<file path="src/rtl/pic_decode_pipe_pkg.sv">
// Decode constants shared by the PIC10F20x decode pipe, its opcode classifier
// and the disassembler monitor.
package pic_decode_pipe_pkg;

  localparam int unsigned INST_DEC_WIDTH = 6;
  localparam int unsigned ALU_INST_WIDTH = INST_DEC_WIDTH;

  typedef enum logic [INST_DEC_WIDTH-1:0] {
    OP_NOP, OP_ADDWF, OP_ANDWF, OP_CLRF, OP_CLRW, OP_COMF, OP_DECF, OP_DECFSZ,
    OP_INCF, OP_INCFSZ, OP_IORWF, OP_MOVF, OP_MOVWF, OP_RLF, OP_RRF, OP_SUBWF,
    OP_SWAPF, OP_XORWF, OP_BCF, OP_BSF, OP_BTFSC, OP_BTFSS, OP_ANDLW, OP_CALL,
    OP_CLRWDT, OP_GOTO, OP_IORLW, OP_MOVLW, OP_OPTION, OP_RETLW, OP_SLEEP,
    OP_TRIS, OP_XORLW
  } alu_op_e;

  // Illegal words reach the ALU as a harmless NOP; the illegal flag tells them apart.
  localparam alu_op_e ILLEGAL = OP_NOP;

  typedef enum logic {
    DEC_RUN    = 1'b0,
    DEC_SQUASH = 1'b1
  } dec_state_e;

endpackage

</file>
<file path="src/rtl/pic_decode_pipe_if.sv">
// Fetch-side handshake plus the registered ALU/branch bundle of the decode pipe.
interface pic_decode_pipe_if
  import pic_decode_pipe_pkg::*;
#(
  parameter int unsigned PIC_INSTR_WIDTH = 12,
  parameter int unsigned PC_WIDTH        = 9,
  parameter int unsigned L2_NUM_FREG     = 5,
  parameter int unsigned DWIDTH          = 8,
  parameter int unsigned ILL_CNT_WIDTH   = 8
);
  logic                       in_valid;
  logic                       in_ready;
  logic [PIC_INSTR_WIDTH-1:0] instruction;
  logic [PC_WIDTH-1:0]        in_pc;
  logic                       flush;
  logic                       out_ready;
  logic                       out_valid;
  logic [ALU_INST_WIDTH-1:0]  alu_instruction;
  logic [L2_NUM_FREG-1:0]     alu_freg_num;
  logic [2:0]                 alu_bit_num;
  logic                       alu_dest_bit;
  logic [DWIDTH-1:0]          alu_literal_value;
  logic                       branch_en;
  logic [PC_WIDTH-1:0]        branch_addr;
  logic                       push_en;
  logic [PC_WIDTH-1:0]        push_addr;
  logic                       pop_en;
  logic                       illegal;
  logic [ILL_CNT_WIDTH-1:0]   ill_count;

  modport slave (
    input  in_valid, instruction, in_pc, flush, out_ready,
    output in_ready, out_valid, alu_instruction, alu_freg_num, alu_bit_num,
           alu_dest_bit, alu_literal_value, branch_en, branch_addr, push_en,
           push_addr, pop_en, illegal, ill_count
  );

  modport master (
    output in_valid, instruction, in_pc, flush, out_ready,
    input  in_ready, out_valid, alu_instruction, alu_freg_num, alu_bit_num,
           alu_dest_bit, alu_literal_value, branch_en, branch_addr, push_en,
           push_addr, pop_en, illegal, ill_count
  );

endinterface

</file>
<file path="src/rtl/pic_decode_pipe_opcode_match.sv">
// Purely combinational PIC10F20x baseline opcode classifier; anything not in
// the table comes out as an illegal NOP.
module pic_decode_pipe_opcode_match
  import pic_decode_pipe_pkg::*;
(
  input  logic [11:0] instr_i,
  output alu_op_e     op_c_o,
  output logic        is_branch_c_o,
  output logic        is_call_c_o,
  output logic        is_ret_c_o,
  output logic        is_illegal_c_o
);

  always_comb begin
    op_c_o         = ILLEGAL;
    is_branch_c_o  = 1'b0;
    is_call_c_o    = 1'b0;
    is_ret_c_o     = 1'b0;
    is_illegal_c_o = 1'b0;
    casez (instr_i)
      12'b0000_0000_0000: op_c_o = OP_NOP;
      12'b0000_0000_0010: op_c_o = OP_OPTION;
      12'b0000_0000_0011: op_c_o = OP_SLEEP;
      12'b0000_0000_0100: op_c_o = OP_CLRWDT;
      12'b0000_0000_0110: op_c_o = OP_TRIS;
      12'b0000_001?_????: op_c_o = OP_MOVWF;
      12'b0000_0100_0000: op_c_o = OP_CLRW;
      12'b0000_011?_????: op_c_o = OP_CLRF;
      12'b0000_10??_????: op_c_o = OP_SUBWF;
      12'b0000_11??_????: op_c_o = OP_DECF;
      12'b0001_00??_????: op_c_o = OP_IORWF;
      12'b0001_01??_????: op_c_o = OP_ANDWF;
      12'b0001_10??_????: op_c_o = OP_XORWF;
      12'b0001_11??_????: op_c_o = OP_ADDWF;
      12'b0010_00??_????: op_c_o = OP_MOVF;
      12'b0010_01??_????: op_c_o = OP_COMF;
      12'b0010_10??_????: op_c_o = OP_INCF;
      12'b0010_11??_????: op_c_o = OP_DECFSZ;
      12'b0011_00??_????: op_c_o = OP_RRF;
      12'b0011_01??_????: op_c_o = OP_RLF;
      12'b0011_10??_????: op_c_o = OP_SWAPF;
      12'b0011_11??_????: op_c_o = OP_INCFSZ;
      12'b0100_????_????: op_c_o = OP_BCF;
      12'b0101_????_????: op_c_o = OP_BSF;
      12'b0110_????_????: op_c_o = OP_BTFSC;
      12'b0111_????_????: op_c_o = OP_BTFSS;
      12'b1000_????_????: begin
        op_c_o        = OP_RETLW;
        is_branch_c_o = 1'b1;
        is_ret_c_o    = 1'b1;
      end
      12'b1001_????_????: begin
        op_c_o        = OP_CALL;
        is_branch_c_o = 1'b1;
        is_call_c_o   = 1'b1;
      end
      12'b101?_????_????: begin
        op_c_o        = OP_GOTO;
        is_branch_c_o = 1'b1;
      end
      12'b1100_????_????: op_c_o = OP_MOVLW;
      12'b1101_????_????: op_c_o = OP_IORLW;
      12'b1110_????_????: op_c_o = OP_ANDLW;
      12'b1111_????_????: op_c_o = OP_XORLW;
      default:            is_illegal_c_o = 1'b1;
    endcase
  end

endmodule

</file>
<file path="src/rtl/pic_decode_pipe.sv">
// Single-entry registered decode stage: valid/ready handshake, branch squash
// FSM, flush handling and a saturating illegal-opcode counter.
module pic_decode_pipe
  import pic_decode_pipe_pkg::*;
#(
  parameter int unsigned PIC_INSTR_WIDTH = 12,
  parameter int unsigned PC_WIDTH        = 9,
  parameter int unsigned L2_NUM_FREG     = 5,
  parameter int unsigned DWIDTH          = 8,
  parameter int unsigned ILL_CNT_WIDTH   = 8
) (
  input logic              clk,
  input logic              rst,
  pic_decode_pipe_if.slave bus
);

  if (PIC_INSTR_WIDTH != 12) begin : g_bad_instr_width
    $error("pic_decode_pipe: PIC_INSTR_WIDTH must be 12");
  end

  alu_op_e dec_op_c;
  logic    dec_branch_c, dec_call_c, dec_ret_c, dec_illegal_c;
  logic    accept_c;

  dec_state_e               state_q, state_d;
  logic                     out_valid_q, out_valid_d;
  alu_op_e                  op_q, op_d;
  logic [L2_NUM_FREG-1:0]   freg_q, freg_d;
  logic [2:0]               bit_q, bit_d;
  logic                     dest_q, dest_d;
  logic [DWIDTH-1:0]        lit_q, lit_d;
  logic                     branch_q, branch_d, push_q, push_d, pop_q, pop_d;
  logic                     illegal_q, illegal_d;
  logic [PC_WIDTH-1:0]      baddr_q, baddr_d, paddr_q, paddr_d;
  logic [ILL_CNT_WIDTH-1:0] ill_cnt_q, ill_cnt_d;

  pic_decode_pipe_opcode_match u_match (
    .instr_i        (bus.instruction),
    .op_c_o         (dec_op_c),
    .is_branch_c_o  (dec_branch_c),
    .is_call_c_o    (dec_call_c),
    .is_ret_c_o     (dec_ret_c),
    .is_illegal_c_o (dec_illegal_c)
  );

  // Flush frees the slot so fetch never stalls behind an entry being killed.
  assign bus.in_ready = !out_valid_q || bus.out_ready || bus.flush;
  assign accept_c     = bus.in_valid && bus.in_ready;

  always_ff @(posedge clk or posedge rst) begin
    if (rst) begin
      state_q     <= DEC_RUN;
      out_valid_q <= 1'b0;
      op_q        <= OP_NOP;
      freg_q      <= '0;
      bit_q       <= '0;
      dest_q      <= 1'b0;
      lit_q       <= '0;
      branch_q    <= 1'b0;
      push_q      <= 1'b0;
      pop_q       <= 1'b0;
      illegal_q   <= 1'b0;
      baddr_q     <= '0;
      paddr_q     <= '0;
      ill_cnt_q   <= '0;
    end else begin
      state_q     <= state_d;
      out_valid_q <= out_valid_d;
      op_q        <= op_d;
      freg_q      <= freg_d;
      bit_q       <= bit_d;
      dest_q      <= dest_d;
      lit_q       <= lit_d;
      branch_q    <= branch_d;
      push_q      <= push_d;
      pop_q       <= pop_d;
      illegal_q   <= illegal_d;
      baddr_q     <= baddr_d;
      paddr_q     <= paddr_d;
      ill_cnt_q   <= ill_cnt_d;
    end
  end

  always_comb begin
    state_d     = state_q;
    out_valid_d = out_valid_q;
    op_d        = op_q;
    freg_d      = freg_q;
    bit_d       = bit_q;
    dest_d      = dest_q;
    lit_d       = lit_q;
    branch_d    = branch_q;
    push_d      = push_q;
    pop_d       = pop_q;
    illegal_d   = illegal_q;
    baddr_d     = baddr_q;
    paddr_d     = paddr_q;
    ill_cnt_d   = ill_cnt_q;

    // Side-effect flags live only as long as the entry is presented.
    if (bus.flush || (out_valid_q && bus.out_ready)) begin
      out_valid_d = 1'b0;
      branch_d    = 1'b0;
      push_d      = 1'b0;
      pop_d       = 1'b0;
      illegal_d   = 1'b0;
    end

    if (bus.flush) begin
      state_d = DEC_RUN;
    end else if (accept_c && state_q == DEC_SQUASH) begin
      state_d = DEC_RUN;
    end else if (accept_c) begin
      out_valid_d = 1'b1;
      op_d        = dec_op_c;
      freg_d      = L2_NUM_FREG'(bus.instruction[4:0]);
      bit_d       = bus.instruction[7:5];
      dest_d      = bus.instruction[5];
      lit_d       = DWIDTH'(bus.instruction[7:0]);
      branch_d    = dec_branch_c;
      push_d      = dec_call_c;
      pop_d       = dec_ret_c;
      illegal_d   = dec_illegal_c;
      paddr_d     = bus.in_pc + PC_WIDTH'(1);
      if (dec_call_c) begin
        baddr_d = PC_WIDTH'(bus.instruction[7:0]);
      end else if (dec_branch_c && !dec_ret_c) begin
        baddr_d = PC_WIDTH'(bus.instruction[8:0]);
      end else begin
        baddr_d = '0;
      end
      if (dec_illegal_c && ill_cnt_q != '1) begin
        ill_cnt_d = ill_cnt_q + ILL_CNT_WIDTH'(1);
      end
      if (dec_branch_c) begin
        state_d = DEC_SQUASH;
      end
    end
  end

  assign bus.out_valid         = out_valid_q;
  assign bus.alu_instruction   = ALU_INST_WIDTH'(op_q);
  assign bus.alu_freg_num      = freg_q;
  assign bus.alu_bit_num       = bit_q;
  assign bus.alu_dest_bit      = dest_q;
  assign bus.alu_literal_value = lit_q;
  assign bus.branch_en         = branch_q;
  assign bus.branch_addr       = baddr_q;
  assign bus.push_en           = push_q;
  assign bus.push_addr         = paddr_q;
  assign bus.pop_en            = pop_q;
  assign bus.illegal           = illegal_q;
  assign bus.ill_count         = ill_cnt_q;

endmodule
</file>
<file path="src/flat_wrapper.sv">
// flat-port wrapper written by rule: the top's interface ports become plain ports
module pic_decode_pipe_flat import pic_decode_pipe_pkg::*;
#(
  parameter int unsigned PIC_INSTR_WIDTH = 12,
  parameter int unsigned PC_WIDTH        = 9,
  parameter int unsigned L2_NUM_FREG     = 5,
  parameter int unsigned DWIDTH          = 8,
  parameter int unsigned ILL_CNT_WIDTH   = 8
)
  (clk, rst, bus_in_valid, bus_instruction, bus_in_pc, bus_flush, bus_out_ready, bus_in_ready, bus_out_valid, bus_alu_instruction, bus_alu_freg_num, bus_alu_bit_num, bus_alu_dest_bit, bus_alu_literal_value, bus_branch_en, bus_branch_addr, bus_push_en, bus_push_addr, bus_pop_en, bus_illegal, bus_ill_count);
  pic_decode_pipe_if #(.PIC_INSTR_WIDTH(PIC_INSTR_WIDTH), .PC_WIDTH(PC_WIDTH), .L2_NUM_FREG(L2_NUM_FREG), .DWIDTH(DWIDTH), .ILL_CNT_WIDTH(ILL_CNT_WIDTH)) bus_i ();
  input logic clk;
  input logic rst;
  input wire logic [$bits(bus_i.in_valid)-1:0] bus_in_valid;
  input wire logic [$bits(bus_i.instruction)-1:0] bus_instruction;
  input wire logic [$bits(bus_i.in_pc)-1:0] bus_in_pc;
  input wire logic [$bits(bus_i.flush)-1:0] bus_flush;
  input wire logic [$bits(bus_i.out_ready)-1:0] bus_out_ready;
  output wire logic [$bits(bus_i.in_ready)-1:0] bus_in_ready;
  output wire logic [$bits(bus_i.out_valid)-1:0] bus_out_valid;
  output wire logic [$bits(bus_i.alu_instruction)-1:0] bus_alu_instruction;
  output wire logic [$bits(bus_i.alu_freg_num)-1:0] bus_alu_freg_num;
  output wire logic [$bits(bus_i.alu_bit_num)-1:0] bus_alu_bit_num;
  output wire logic [$bits(bus_i.alu_dest_bit)-1:0] bus_alu_dest_bit;
  output wire logic [$bits(bus_i.alu_literal_value)-1:0] bus_alu_literal_value;
  output wire logic [$bits(bus_i.branch_en)-1:0] bus_branch_en;
  output wire logic [$bits(bus_i.branch_addr)-1:0] bus_branch_addr;
  output wire logic [$bits(bus_i.push_en)-1:0] bus_push_en;
  output wire logic [$bits(bus_i.push_addr)-1:0] bus_push_addr;
  output wire logic [$bits(bus_i.pop_en)-1:0] bus_pop_en;
  output wire logic [$bits(bus_i.illegal)-1:0] bus_illegal;
  output wire logic [$bits(bus_i.ill_count)-1:0] bus_ill_count;
  assign bus_i.in_valid = bus_in_valid;
  assign bus_i.instruction = bus_instruction;
  assign bus_i.in_pc = bus_in_pc;
  assign bus_i.flush = bus_flush;
  assign bus_i.out_ready = bus_out_ready;
  assign bus_in_ready = bus_i.in_ready;
  assign bus_out_valid = bus_i.out_valid;
  assign bus_alu_instruction = bus_i.alu_instruction;
  assign bus_alu_freg_num = bus_i.alu_freg_num;
  assign bus_alu_bit_num = bus_i.alu_bit_num;
  assign bus_alu_dest_bit = bus_i.alu_dest_bit;
  assign bus_alu_literal_value = bus_i.alu_literal_value;
  assign bus_branch_en = bus_i.branch_en;
  assign bus_branch_addr = bus_i.branch_addr;
  assign bus_push_en = bus_i.push_en;
  assign bus_push_addr = bus_i.push_addr;
  assign bus_pop_en = bus_i.pop_en;
  assign bus_illegal = bus_i.illegal;
  assign bus_ill_count = bus_i.ill_count;
  pic_decode_pipe #(.PIC_INSTR_WIDTH(PIC_INSTR_WIDTH), .PC_WIDTH(PC_WIDTH), .L2_NUM_FREG(L2_NUM_FREG), .DWIDTH(DWIDTH), .ILL_CNT_WIDTH(ILL_CNT_WIDTH)) u_core (.clk(clk), .rst(rst), .bus(bus_i));
endmodule
</file>
<file path="config.mk">
export PLATFORM = sky130hd
export DESIGN_NAME = pic_decode_pipe_flat
export DESIGN_NICKNAME = d
export VERILOG_FILES = /design/src/rtl/pic_decode_pipe_pkg.sv /design/src/rtl/pic_decode_pipe_if.sv /design/src/rtl/pic_decode_pipe_opcode_match.sv /design/src/rtl/pic_decode_pipe.sv /design/src/flat_wrapper.sv
export SDC_FILE = /design/constraint.sdc
export NUM_CORES = 1
export LEC_CHECK = 0
export CORE_MARGIN = 2
export CORE_UTILIZATION = 24
export DETAILED_ROUTE_END_ITERATION = 12
export GPL_TIMING_DRIVEN = 1
export PLACE_DENSITY_LB_ADDON = 0.12
export SYNTH_ARGS = -nofsm -noshare
export SYNTH_HDL_FRONTEND = slang
export SYNTH_SLANG_ARGS = --single-unit
</file>
<file path="constraint.sdc">
create_clock -name clk -period 1.6 [get_ports clk]
set_input_delay 0.32 -clock clk [delete_from_list [all_inputs] [get_ports clk]]
set_output_delay 0.32 -clock clk [all_outputs]
set_load 0.01 [all_outputs]
</file>
======== Word-level counts from Yosys, hierarchy flattened ========
Cells that the tools add are included.
Widths: inputs -> output; s select.
storage, ports and cells
  word-level logic and storage cells ...... 100
  input port bits ......................... 26
  memories kept ........................... 0
  flip-flop bits (word level) ............. 55
  bits in read-only memories .............. 0
  RAM bits ................................ 0
  latch bits .............................. 0
cells by class
  muxes and demuxes ....................... 31
  add/subtract/negate cells ............... 2
  $mul .................................... 0
  div/mod/pow operators ................... 0
  shift-type cells ........................ 0
  equality and inequality tests ........... 33
  $lt $le $gt $ge ......................... 0
  bitwise gates (word level) .............. 2
  reductions and logical operators ........ 18
operator list
  kind                 number
  $pmux 6 s32          1
  $eq 6x4->1 const B   8
  $reduce_or 33->1     1
  $mux 1               28
  $eq 12x2->1 const B  2
  $eq 12x3->1 const B  2
  $eq 4x4->1 const B   6
  $eq 6x3->1 const B   4
  $mux 9               2
  $eq 4x3->1 const B   4
  $eq 12x7->1 const B  1
  $eq 6x2->1 const B   2
  $logic_not 12->1     1
  $add 9x1->9 const B  1
  $add 8x1->8 const B  1
  $ne 8x8->1 const B   1
  $eq 7x1->1 const B   1
  $eq 7x2->1 const B   1
  $reduce_bool 3->1    2
  $logic_and 1x1->1    5
  $reduce_and 4->1     1
  $eq 3x3->1 const B   1
  $logic_or 1x1->1     3
  $reduce_and 3->1     1
  4 further kinds      6

======== Logic depth before layout (Yosys ltp) ========
Gate-level depths: netlist of run 1.
  depth after elaboration ................. 7
  gate-level depth with buffers ........... 8
  mapped depth without buffers ............ 6

======== Cells and area by module ========
A second synthesis of run 1 with hierarchy kept.
unflattened totals
  cell total of the unflattened synthesis .. 273
  area, all modules ....................... 2,653.8 µm²
by module, submodules not included
  module                        area each (µm²)  sequential area each (µm²)  times used  cells an instance
  pic_decode_pipe               2,153.3          1,151.1                     1           193
  pic_decode_pipe_opcode_match  500.5            0.0                         1           80

======== Worst setup path after synthesis of run 1 ========
OpenSTA, ideal clock, no wires.
  path type ............................... input-to-reg
  start ................................... input port bus_instruction[6]
  end ..................................... register u_core.ill_cnt_q[1] (netlist: u_core.bus.ill_count[1])
  path slack .............................. -0.393 ns
  cell stages on the path ................. 6
  path buffers ............................ 1
  arrival time ............................ 1.868 ns
  cells stage by stage .................... or4_4 -> a2111oi_4 -> a21oi_2 -> and4b_1 -> buf_6 -> mux2_4
between the ends
  longest elaborated chain between the ends .. 5
RTL lines
  item                                       line                                text
  start, declared                            flat_wrapper.sv:15                  input wire logic [$bits(bus_i.instruction)-1:0] bus_instruction;
  $eq 12x7->1, or another cell as far along  pic_decode_pipe_opcode_match.sv:20  casez (instr_i)
  $reduce_or 33->1 (no line) *               --
  $mux 1 *                                   pic_decode_pipe_opcode_match.sv:20
  $logic_and 1x1->1 *                        pic_decode_pipe.sv:132              if (dec_illegal_c && ill_cnt_q != '1) begin
  $reduce_and 4->1 (no line) *               --
  end signal, assigned                       pic_decode_pipe.sv:80               ill_cnt_q <= ill_cnt_d;
  end, declared                              pic_decode_pipe.sv:35               logic [ILL_CNT_WIDTH-1:0] ill_cnt_q, ill_cnt_d;
Mark *: on every way between the ends. The rest lies on a longest branch, timed or not.
A chain may end at the register's enable or synchronous reset.

======== Worst setup path after layout of run 1 ========
  start ................................... input port bus_instruction[11]
  end ..................................... register u_core.ill_cnt_q[1] (netlist: u_core.bus.ill_count[1])
between the ends
  longest elaborated chain between the ends .. 5
RTL lines
  item                                       line
  $eq 12x7->1, or another cell as far along  pic_decode_pipe_opcode_match.sv:20
  $reduce_or 33->1 (no line) *               --
  $mux 1 *                                   pic_decode_pipe_opcode_match.sv:20
  $logic_and 1x1->1 *                        pic_decode_pipe.sv:132
  $reduce_and 4->1 (no line) *               --
Marked as above.

==> results of run 1 <==
[per-layer routing]
layer / share of wire, % / vias to the layer above / track usage [%] / routed length (um)
li1: - / 1161 / - / -
met2: 47 / 56 / 21.95 / 3357
met4: 0.71 / 0 / 3.475 / 51
met5: 0 / - / 0 / 0
met1: 48 / 1108 / 19.05 / 3416
met3: 4.4 / 4 / 2.832 / 316
[per-stage QoR]
| step | cell area [um^2] | hold slack [ns] | TNS (ns) | instances | utilization [%] |
|---|---|---|---|---|---|
| finish | 3929 | 0.3048 | -1.407 | 528 | 40.57 |
| detailed placement | 3771 | 0.4681 | -19.00 | 516 | 38.94 |
| global placement | 3771 | 0.4611 | -18.84 | 516 | 38.94 |
| floorplan | 2387 | 0.4254 | -2.152 | 257 | - |
| CTS | 3895 | 0.3035 | -1.271 | 526 | 40.22 |
| global route | 3929 | 0.3220 | -2.091 | 528 | 40.57 |
[worst max path at each step]
stage	depth (start not counted)	endpoint	from
finish	6	u_core.bus.ill_count[1]$_DFFE_PP0P_	bus_instruction[11]
global route	6	u_core.bus.ill_count[1]$_DFFE_PP0P_	bus_instruction[11]
CTS	6	u_core.bus.ill_count[1]$_DFFE_PP0P_	bus_instruction[4]
detailed placement	6	u_core.bus.ill_count[1]$_DFFE_PP0P_	bus_instruction[6]
global placement	6	u_core.bus.ill_count[1]$_DFFE_PP0P_	bus_instruction[6]
floorplan	6	u_core.bus.ill_count[1]$_DFFE_PP0P_	bus_instruction[6]
[critical path, cell delays in order]
cell,delay [ns]
buf_6,0.09
or4_4,0.56
a2111oi_4,0.37
a21oi_2,0.07
and4b_2,0.31
mux2_4,0.31
[kinds of logic after synthesis]
kind of cell	after synthesis
AO/OA/AOI/OAI	60
AND/OR/NAND/NOR	104
buffers and inverters	28
XOR/XNOR	16
flip-flops	46
multiplexers	1
adder cells (fa/ha/maj)	2
[synthesized netlist by cell type, drive strengths merged (3+ instances only)]
master,number
nand2,47
xnor2,11
nand2b,7
clkbuf,12
nand3,8
nor2b,3
and3,4
dfrtp,46
nand4,3
nor2,15
a22o,8
inv,6
a21oi,15
nor3,7
buf,10
xor2,5
o21ai,17
[final cells by class]
class	instances	area [um^2]	share of cell area (%)
Timing Repair Buffer	152	1344	34.20
Multi-Input combinational cell	183	1154	29.36
Sequential cell	46	1151	29.30
Tap cell	133	166.4	4.236
Clock buffer	7	86.33	2.197
Inverter	6	22.52	0.5732
Clock inverter	1	5.005	0.1274
[flip-flops by register name, summed over array words and instances (netlist names)]
register	flops
u_core.bus.push_en	1
u_core.bus.push_addr	9
u_core.bus.out_valid	1
u_core.bus.alu_literal_value	7
u_core.bus.pop_en	1
u_core.state_q	1
u_core.bus.alu_bit_num	1
u_core.bus.branch_addr	9
u_core.bus.illegal	1
u_core.bus.alu_instruction	6
u_core.bus.branch_en	1
u_core.bus.ill_count	8
[where the power goes]
| group | leakage [nW] | internal, W | switching (W) |
|---|---|---|---|
| clock network | 0.0482 | 0.000349 | 0.000386 |
| logic | 1.21 | 0.000587 | 0.000439 |
| registers | 0.596 | 0.00130 | 0.0000878 |
[repair_timing]
| action | 4_1_cts | 5_1_grt |
|---|---|---|
| resized for setup | 53 | 10 |
| setup buffers | 2 | 2 |
| endpoints found under the setup margin | 34 | 24 |
| pin swaps | 5 | 6 |
==> impl_metrics.tcl, run 1 <==
set metrics [dict create \
    synth_fa_ha_area_share_pct 1.050 \
    fillerInstances 1004 \
    peakVddDrop_mv 0.3400 \
    ys.flop_type "dfrtp_1" \
    yosys_warnings 0 \
    fp.dieW_um 103.6 \
    wirelength_mm 7.141 \
    final_antenna_net_count 0 \
    synth.area.mux_share_pct 0.6303 \
    drc 0 \
    cts.clk_slew.worst_paths_ns 0.08 \
    drt_iter0_drc 49 \
    worstSetupPathType "input port to register" \
    synth_top_family_by_area "simple AND/OR/NAND/NOR gates" \
    overflow 0 \
    slew_viol_final 0 \
    cts_buffers 5 \
    powerDensity_mw_per_mm2 801.8 \
    place_ws_ns -0.9346 \
    synth-compound-area-share_pct 17.38 \
    finalWorstSetupSlack_ns -0.2530 \
    r2r_start "u_core.bus.ill_count[0]$_DFFE_PP0P_" \
    max_clock_freq_ghz 0.5397 \
    synth_edf_count 0 \
    crit_arrival_ns 2.03 \
    cts_tree "built" \
    grt_max_degree 28 \
    synth_cells 257 \
    core_area_mm2 0.009684 \
    grt_pass1_vias 2366 \
    syn_nets 285 \
    critPathMaxFanout 8 \
    synthToLayoutAreaGrowth_pct 64.92 \
    syn_area_mm2 0.002382 \
    vias 2329 \
    cp-end-kind "register" \
    die-area_mm2 0.01074 \
    rsz0062_at_grt "yes" \
    io_pins 81 \
    synth_top_area_share_pct 48.32 \
    synthDistinctLibCells 46 \
    nets 422 \
    avgSynthCellArea_um2 9.270 \
    place_congestion 0.8275 \
    synthSimpleGateAreaFrac_pct 20.59 \
    vias_per_cell 4.411 \
    synth_xor_xnor_area_share_pct 5.882 \
    finalPower_w 0.003150 \
    hp-class "input port to async pin" \
    rows 36 \
    fin_crit_sh_pct 115.8 \
    cts_sinks 46 \
    h-tree-depth 2 \
    grt_pass1_wl_mm 12.06 \
    grtUsageTotal_pct 13.74 \
    status "complete, but fails checks" \
    reg2regPathDepth 5 \
    cts_root_buffer "clkbuf_8" \
    drt_pass1_iterations 4 \
    maxSlewHeadroom_pct 73.86 \
    holdBufCountCts 0 \
    finalClockSkew_ns 0.002824 \
    ys_ff_latch 46 \
    start_util_pct 24.60 \
    synthTopCellsByArea "dfrtp_1 (48%), nand2_1 (7.4%), xnor2_1 (4.0%)" \
    async_flop_share_pct 100.0 \
    chipHeight_um 103.6 \
    violations "negative setup slack" \
    worstSkewPairLatency_ns 0.29 \
    fin_crit_ns 1.853 \
    seq_area_frac_synth_pct 48.32 \
    setup-violations-final 9 \
    dpl.hpwl_mm 5.454 \
    wire_per_inst_um 13.52 \
    finalHoldViolCount 0 \
    worstMarginPinSlew_ns 0.3886 \
    worst-r2r-setup-slack_ns -0.05 \
    drv_cap 0 \
    layout_common_cells "buf_4 (70), clkdlybuf4s50_1 (56), nand2_1 (47)" \
    antenna_found_initial 0 \
    final_common_cell "buf_4" \
    drive_gt1_share_pct 26.08 \
    critPathLaunchType "input port" \
    p_leak_nw 1.851 \
    io_buffers 80 \
    antenna_cells 0 \
    post-synth-top-area-cell "dfrtp_1" \
    required_ns 1.78 \
    r2r_end "u_core.bus.ill_count[1]$_DFFE_PP0P_" \
    clock_path_buffers 2 \
]
Note: power is estimated with default switching activity, not from simulation.
==> run 2: changes to the inputs <==
- TNS_END_PERCENT: default -> 100
==> results of run 2 <==
No change in the layout: final DEF, timing and power equal those of run 1.
